### config.mk
export PLATFORM = sky130hd
export DESIGN_NAME = mips_mc_sequencer
export DESIGN_NICKNAME = d
export VERILOG_FILES = /design/src/rtl/mips_mc_sequencer.sv
export SDC_FILE = /design/constraint.sdc
export NUM_CORES = 1
export LEC_CHECK = 0
export BUFFER_PORTS_ARGS = -buffer_cell sky130_fd_sc_hd__buf_2
export CAP_MARGIN = 20
export CELL_PAD_IN_SITES_DETAIL_PLACEMENT = 1
export CELL_PAD_IN_SITES_GLOBAL_PLACEMENT = 1
export CORE_MARGIN = 10
export CORE_UTILIZATION = 45
export CTS_BUF_LIST = sky130_fd_sc_hd__clkbuf_4 sky130_fd_sc_hd__clkbuf_8 sky130_fd_sc_hd__clkbuf_16
export DETAILED_ROUTE_END_ITERATION = 16
export PLACE_DENSITY_LB_ADDON = 0.1
export SLEW_MARGIN = 20
export SYNTH_ARGS = -nofsm -noshare
export SYNTH_HDL_FRONTEND = slang
export SYNTH_SLANG_ARGS = --single-unit
### constraint.sdc
create_clock -name clk -period 3.4 [get_ports clk]
set_input_delay 0.34 -clock clk [delete_from_list [all_inputs] [get_ports clk]]
set_output_delay 0.34 -clock clk [all_outputs]
set_load 0.01 [all_outputs]
### src/rtl/mips_mc_sequencer.sv
// Multi-cycle control sequencer for the mini-MIPS datapath.
// Steps each instruction through FETCH/DECODE/EXEC/MEM/WB, owns the memory
// handshakes, register-file write, PC update select and retired count.
module mips_mc_sequencer #(
  parameter int unsigned CNT_W   = 32,
  parameter int unsigned TIMEOUT = 255
) (
  input  logic             clk,
  input  logic             rst_n,
  input  logic             start,
  input  logic             halt_req,
  input  logic             imem_ready,
  input  logic             dmem_ready,
  input  logic             mem_read,
  input  logic             mem_write,
  input  logic             reg_write,
  input  logic             is_branch,
  input  logic             branch_taken,
  input  logic             jump,
  input  logic             jump_reg,
  input  logic             link,
  input  logic             illegal,
  output logic             imem_req,
  output logic             ir_load,
  output logic             dmem_req,
  output logic             dmem_we,
  output logic             alu_en,
  output logic             rf_we,
  output logic             pc_write,
  output logic [1:0]       pc_sel,
  output logic [2:0]       state,
  output logic [CNT_W-1:0] retired,
  output logic             fault
);

  localparam int unsigned WAIT_W = (TIMEOUT > 1) ? $clog2(TIMEOUT) : 1;
  localparam logic [WAIT_W-1:0] WAIT_LAST = WAIT_W'(TIMEOUT - 1);

  localparam logic [1:0] PC_SEQ  = 2'b00;
  localparam logic [1:0] PC_BR   = 2'b01;
  localparam logic [1:0] PC_JMP  = 2'b10;
  localparam logic [1:0] PC_RS   = 2'b11;

  typedef enum logic [2:0] {
    S_IDLE   = 3'd0,
    S_FETCH  = 3'd1,
    S_DECODE = 3'd2,
    S_EXEC   = 3'd3,
    S_MEM    = 3'd4,
    S_WB     = 3'd5,
    S_FAULT  = 3'd6
  } state_e;

  typedef struct packed {
    logic mem_read;
    logic mem_write;
    logic reg_write;
    logic is_branch;
    logic jump;
    logic jump_reg;
    logic link;
  } cls_t;

  state_e            state_q,    state_d;
  cls_t              cls_q,      cls_d;
  logic              halt_q,     halt_d;
  logic [WAIT_W-1:0] wait_q,     wait_d;
  logic [CNT_W-1:0]  retired_q,  retired_d;
  logic              imem_req_q, imem_req_d;
  logic              dmem_req_q, dmem_req_d;
  logic              dmem_we_q,  dmem_we_d;
  logic              alu_en_q,   alu_en_d;
  logic              rf_we_q,    rf_we_d;
  logic              fault_q,    fault_d;
  logic              commit;

  // Next-state, commit and handshake decisions; Mealy outputs decided here too
  always_comb begin
    state_d   = state_q;
    cls_d     = cls_q;
    halt_d    = halt_q | halt_req;
    wait_d    = '0;
    retired_d = retired_q;
    commit    = 1'b0;
    ir_load   = 1'b0;
    pc_write  = 1'b0;
    pc_sel    = PC_SEQ;

    case (state_q)
      S_IDLE: begin
        if (start) state_d = S_FETCH;
      end
      S_FETCH: begin
        if (imem_ready) begin
          ir_load = 1'b1;
          state_d = S_DECODE;
        end else if (wait_q == WAIT_LAST) begin
          state_d = S_FAULT;
        end else begin
          wait_d = wait_q + WAIT_W'(1);
        end
      end
      S_DECODE: begin
        cls_d = '{mem_read:  mem_read,
                  mem_write: mem_write,
                  reg_write: reg_write,
                  is_branch: is_branch,
                  jump:      jump,
                  jump_reg:  jump_reg,
                  link:      link};
        state_d = illegal ? S_FAULT : S_EXEC;
      end
      S_EXEC: begin
        if (cls_q.mem_read || cls_q.mem_write) begin
          state_d = S_MEM;
        end else if (cls_q.is_branch) begin
          commit = 1'b1;
          pc_sel = branch_taken ? PC_BR : PC_SEQ;
        end else if (cls_q.jump_reg) begin
          commit = 1'b1;
          pc_sel = PC_RS;
        end else if (cls_q.jump && !cls_q.link) begin
          commit = 1'b1;
          pc_sel = PC_JMP;
        end else if (cls_q.link || cls_q.reg_write) begin
          state_d = S_WB;
        end else begin
          commit = 1'b1;
        end
      end
      S_MEM: begin
        if (dmem_ready) begin
          if (cls_q.mem_write) commit  = 1'b1;
          else                 state_d = S_WB;
        end else if (wait_q == WAIT_LAST) begin
          state_d = S_FAULT;
        end else begin
          wait_d = wait_q + WAIT_W'(1);
        end
      end
      S_WB: begin
        commit = 1'b1;
        pc_sel = cls_q.link ? PC_JMP : PC_SEQ;
      end
      S_FAULT: begin
        if (start) state_d = S_IDLE;
      end
      default: state_d = S_IDLE;
    endcase

    if (commit) begin
      pc_write  = 1'b1;
      retired_d = retired_q + CNT_W'(1);
      state_d   = (halt_q || halt_req) ? S_IDLE : S_FETCH;
      halt_d    = 1'b0;
    end

    imem_req_d = (state_d == S_FETCH);
    dmem_req_d = (state_d == S_MEM);
    dmem_we_d  = (state_d == S_MEM) && cls_d.mem_write;
    alu_en_d   = (state_d == S_EXEC);
    rf_we_d    = (state_d == S_WB);
    fault_d    = (state_d == S_FAULT);
  end

  // State, latched class flags, counters and registered Moore outputs
  always_ff @(posedge clk or negedge rst_n) begin
    if (!rst_n) begin
      state_q    <= S_IDLE;
      cls_q      <= '0;
      halt_q     <= 1'b0;
      wait_q     <= '0;
      retired_q  <= '0;
      imem_req_q <= 1'b0;
      dmem_req_q <= 1'b0;
      dmem_we_q  <= 1'b0;
      alu_en_q   <= 1'b0;
      rf_we_q    <= 1'b0;
      fault_q    <= 1'b0;
    end else begin
      state_q    <= state_d;
      cls_q      <= cls_d;
      halt_q     <= halt_d;
      wait_q     <= wait_d;
      retired_q  <= retired_d;
      imem_req_q <= imem_req_d;
      dmem_req_q <= dmem_req_d;
      dmem_we_q  <= dmem_we_d;
      alu_en_q   <= alu_en_d;
      rf_we_q    <= rf_we_d;
      fault_q    <= fault_d;
    end
  end

  assign imem_req = imem_req_q;
  assign dmem_req = dmem_req_q;
  assign dmem_we  = dmem_we_q;
  assign alu_en   = alu_en_q;
  assign rf_we    = rf_we_q;
  assign fault    = fault_q;
  assign state    = state_q;
  assign retired  = retired_q;

endmodule

# Yosys cells after proc, flatten, opt, wreduce, memory -nomap -nowiden
# Cells that the tools add are included.
[totals] elab_cells=78 regBits=57
[op_classes] n_reduce_logical=7 n_addsub=2 n_mux=39 n_eq_ne=12 n_bitwise=1
[ops] op="$mux 3" count=13
[ops] op="$add 32x1->32 const B" count=1
[ops] op="$mux 8" count=3
[ops] op="$pmux 3 s7" count=1
[ops] op="$eq 3x3->1 const B" count=6
[ops] op="$pmux 8 s2" count=1
[ops] op="$mux 1" count=13
[ops] op="$mux 2" count=5
[ops] op="$eq 3x2->1 const B" count=3
[ops] op="$add 8x1->8 const B" count=1
[ops] op="$eq 8x8->1 const B" count=1
[ops] op="$eq 3x1->1 const B" count=2
[ops] op="$mux 6" count=1
[ops] op="$pmux 2 s2" count=1
[ops] op="$logic_not 3->1" count=1
[ops] op="$logic_or 1x1->1" count=3
[ops] op="$pmux 1 s3" count=1
[ops] op="$logic_and 1x1->1" count=2
[ops] op="$logic_not 1->1" count=1
[ops] op="$or 1x1->1" count=1

# Longest topological paths before layout
[depth] word_depth=10 ltp_mapped=7 mapped_depth_nobuf=7

# Least setup slack after synthesis
# No wires, ideal clock.
[synth_timing] kind="reg-to-output" startpoint="register state_q[1] (netlist: state[1])" endpoint="output port pc_sel[1]" arrival_ps=1423 n_path_buf=1 slack_ps=1637 required_time_ps=3060 path_stages_with_launch=6 cell_sequence="dfrtp_1 buf_4 nor4b_1 o21ai_0 o21ai_0 and2_1"
[synth_via] elab_chain_len=2
[synth_lines] element="start, declared" line_no="64" text="state_e state_q, state_d;"
[synth_lines] element="start signal, assigned" line_no="181" text="state_q <= state_d;"
[synth_lines] element="$eq 3x3->1 / $eq 3x2->1 (equally long branches)" line_no="89" text="case (state_q)"
[synth_lines] element="$pmux 2 s2 *" line_no="89"
[synth_lines] element="end, declared" line_no="30" text="output logic [1:0] pc_sel,"
# Mark *: on every way between the ends. The rest lies on a longest branch, timed or not.

# Worst setup path in the final report
# Same ends and word-level chain as after synthesis.

==> results.toml <==
[critical_path]
cp_cell_sequence = "nor4b_1, o21ai_0, o21ai_0, and2_1, buf_2"
cp_slowest_stage_delay_ps = 640
critPathKind = "flop to output port"
cpMostUsedCell = "o21ai_0"
cp-start-kind = "flop"
cp_max_fo = 16
crit_buf_inv = 1
rr_worst_depth = 5
reg2reg_setup_slack_ps = 1300
crit_required_ps = 3060
critPathArrivalTime_ps = 2040
cp-end-kind = "output port"
r2r_end = "retired[23]"
worst_path_max_delay_cell = "dfrtp_1"
r2r_start = "state[1]"
cpLargestDelayFamily = "flip-flops"

[timing]
rsz0062_at_grt = "false"
worst_slew_pin_slew_ps = 766
period_minus_slack_ps = 2380
fmax_mhz = 420
slew_headroom_pct = 48.8
timing.final.max_slew_violations = 0
hold_viol_final = 0
clock_skew_ps = 6.36
setup_viol = 0
period_share_pct = 70.1
tns_ps = 0

[route]
route.detailed.drc = 0
routed_wire_length_per_instance_um = 17.3
vias = 2181
first_pass_iters = 4
wl_mm = 7.02
first_iter_violations = 72
drtAntennaViolNets = 0
viasPerCell = 5.39

[power_and_ir_drop]
peakVddDrop_mv = 0.401
power_leakage_nw = 1.70
p_per_area_nw_per_um2 = 684

[layout]
drive_above_1_share_pct = 30.0
synthToLayoutAreaGrowth_pct = 20.3
stdcell_count = 405
nets = 344
antenna_cells = 0

[clock_tree]
cts_max_level = 3
clkTransAtPathRegs_ps = 60
clkSinkCount = 57
cts_buffers = 9
insertion_delay_ps = 330
cts.repair.resized = 0
root_buffer = "clkbuf_8"
cts_hold_buffers = 0
post_cts_buffers = 0
clockBufferDepth = 2
cts_tree = "yes"

[die]
ios = 60
start_util_pct = 47.3
core-area_um2 = 6030
die-area_um2 = 9920
die_w_um = 99.6
die_h_um = 99.6
rows = 28

[global_route]
grt_first_pass_wirelength_mm = 12.1
antenna_found_initial = 0
grt_pass1_vias = 2341
grt-ovfl-total = 0
grt_max_degree = 50
grtUsageTotal_pct = 15.0

[place]
dpl.hpwl_mm = 5.05
dp_cells = 390
gp_congestion = 0.792
numPortBuffers = 59

[logic_synthesis]
synth_edf_count = 0
synth_compound_gate_area_share_pct = 6.54
synth_fa_ha_area_share_pct = 1.32
avgSynthCellArea_um2 = 10.8
synth_top_family_by_area = "simple AND/OR/NAND/NOR gates"
synth_area_um2 = 2850
synth_nets = 281
ys_types = 48
muxShareOfSynthArea_pct = 3.51
synth_seq_cells = 57
synth_warnings = 0
synth_cells = 263
synthSimpleGateAreaFrac_pct = 24.3
yosys.area_share.xor_xnor_pct = 11.4
async_flop_share_pct = 100
synth_ff_type = "dfrtp_1"
seq_area_frac_synth_pct = 50.0

[worst_hold_path]
worstHoldPathType = "primary input to asynchronous set/reset pin"

[outcome]
status = "finished clean"

[job]
cap_violations = 0
state kept, by name, indices dropped and copies added, names as in the netlist, 3 cells and up:
| register | flops |
|---|---|
| retired | 32 |
| state | 3 |
| wait_q | 8 |
| cls_q | 7 |
how the worst max path moves through the flow:
stage | startpoint | to | slack [ps] | cells after the start
2_1_floorplan | state[1] | pc_sel[1] | 1640 | 5
3_3_place_gp | state[1] | pc_sel[1] | 1380 | 5
5_1_grt | state[1] | pc_sel[1] | 770 | 5
6_report | state[1] | pc_sel[1] | 1020 | 5
3_5_place_dp | state[1] | retired[28] | 1320 | 5
4_1_cts | state[1] | pc_sel[1] | 990 | 5
metrics by stage:
stage | util, % | power (mW) | hold slack, ps | area [um2] | setup slack (ps)
global route | 57.0 | 2.51 | 70.4 | 3430 | 766
CTS | 56.9 | 2.38 | 190 | 3430 | 986
finish | 57.0 | 2.35 | 21.0 | 3430 | 1020
floorplan | - | 1.41 | 44.4 | 2850 | 1640
detailed placement | 53.1 | 1.62 | 475 | 3200 | 1320
global placement | 53.1 | 1.60 | 452 | 3200 | 1380
per-layer routing:
metal | share of wire [%] | up-vias | wire [um] | global-route usage (%)
met5 | 0 | - | 0 | 0
met4 | 1.0 | 0 | 71 | 5.29
met3 | 7.4 | 7 | 517 | 5.95
met2 | 49 | 55 | 3450 | 23.7
met1 | 42 | 1061 | 2980 | 18.0
li1 | - | 1058 | - | -
synthesized netlist by cell type (5+ instances only):
library cell	instances	share of area [%]
dfrtp_1	57	50
xor2_1	28	8.6
nor3_1	21	3.7
nand2_1	18	2.4
nor2_1	18	2.4
nand3_1	12	2.1
inv_1	9	1.2
nand4_1	9	2.0
xnor2_1	9	2.8
mux2_2	8	3.2
nor3_2	6	2.1
nand2b_1	5	1.1
nor4_1	5	1.1
placed cells by master, fill, tap and decap left out, drive strengths merged, types with 2 or more instances in the layout:
master  Yosys  routed
nor2b       4       4
nand4      10      10
dfrtp      57      57
clkbuf      2      13
nand2b      5       5
bufinv      0       2
o21ai       5       5
o211ai      2       2
xor2       28      28
nor4        8       8
buf         6      60
ha          3       3
and4        2       2
a21oi       3       3
mux2        8       8
nor3       27      27
or3         2       2
nand2      18      18
xnor2       9       9
nor3b       3       3
nor2       19      19
inv         9       9
a211oi      2       2
and3        4       4
nand3      12      12
layout make-up:
class                      instances  area [um2]
clock inverter                     2        60.1
tap                               75        93.8
inverter                           9        33.8
clock buffer                      13         173
timing repair buffer              60         305
fill                             685        2590
sequential                        57        1430
multi-input combinational        189        1340
where the power goes:
part           switching [mW]  internal, mW
clock network           0.269         0.477
logic                   0.349         0.271
registers               0.182         0.801
kinds of logic (layout without fill, tap and decap cells):
kind of cell	after synthesis	count (layout)
fa+ha+maj	3	3
xor+xnor	37	37
mux	9	9
flops	57	57
simple gates	118	118
compound gates	22	22
buf+inv	17	84
Power figures use the tool's default switching activity.
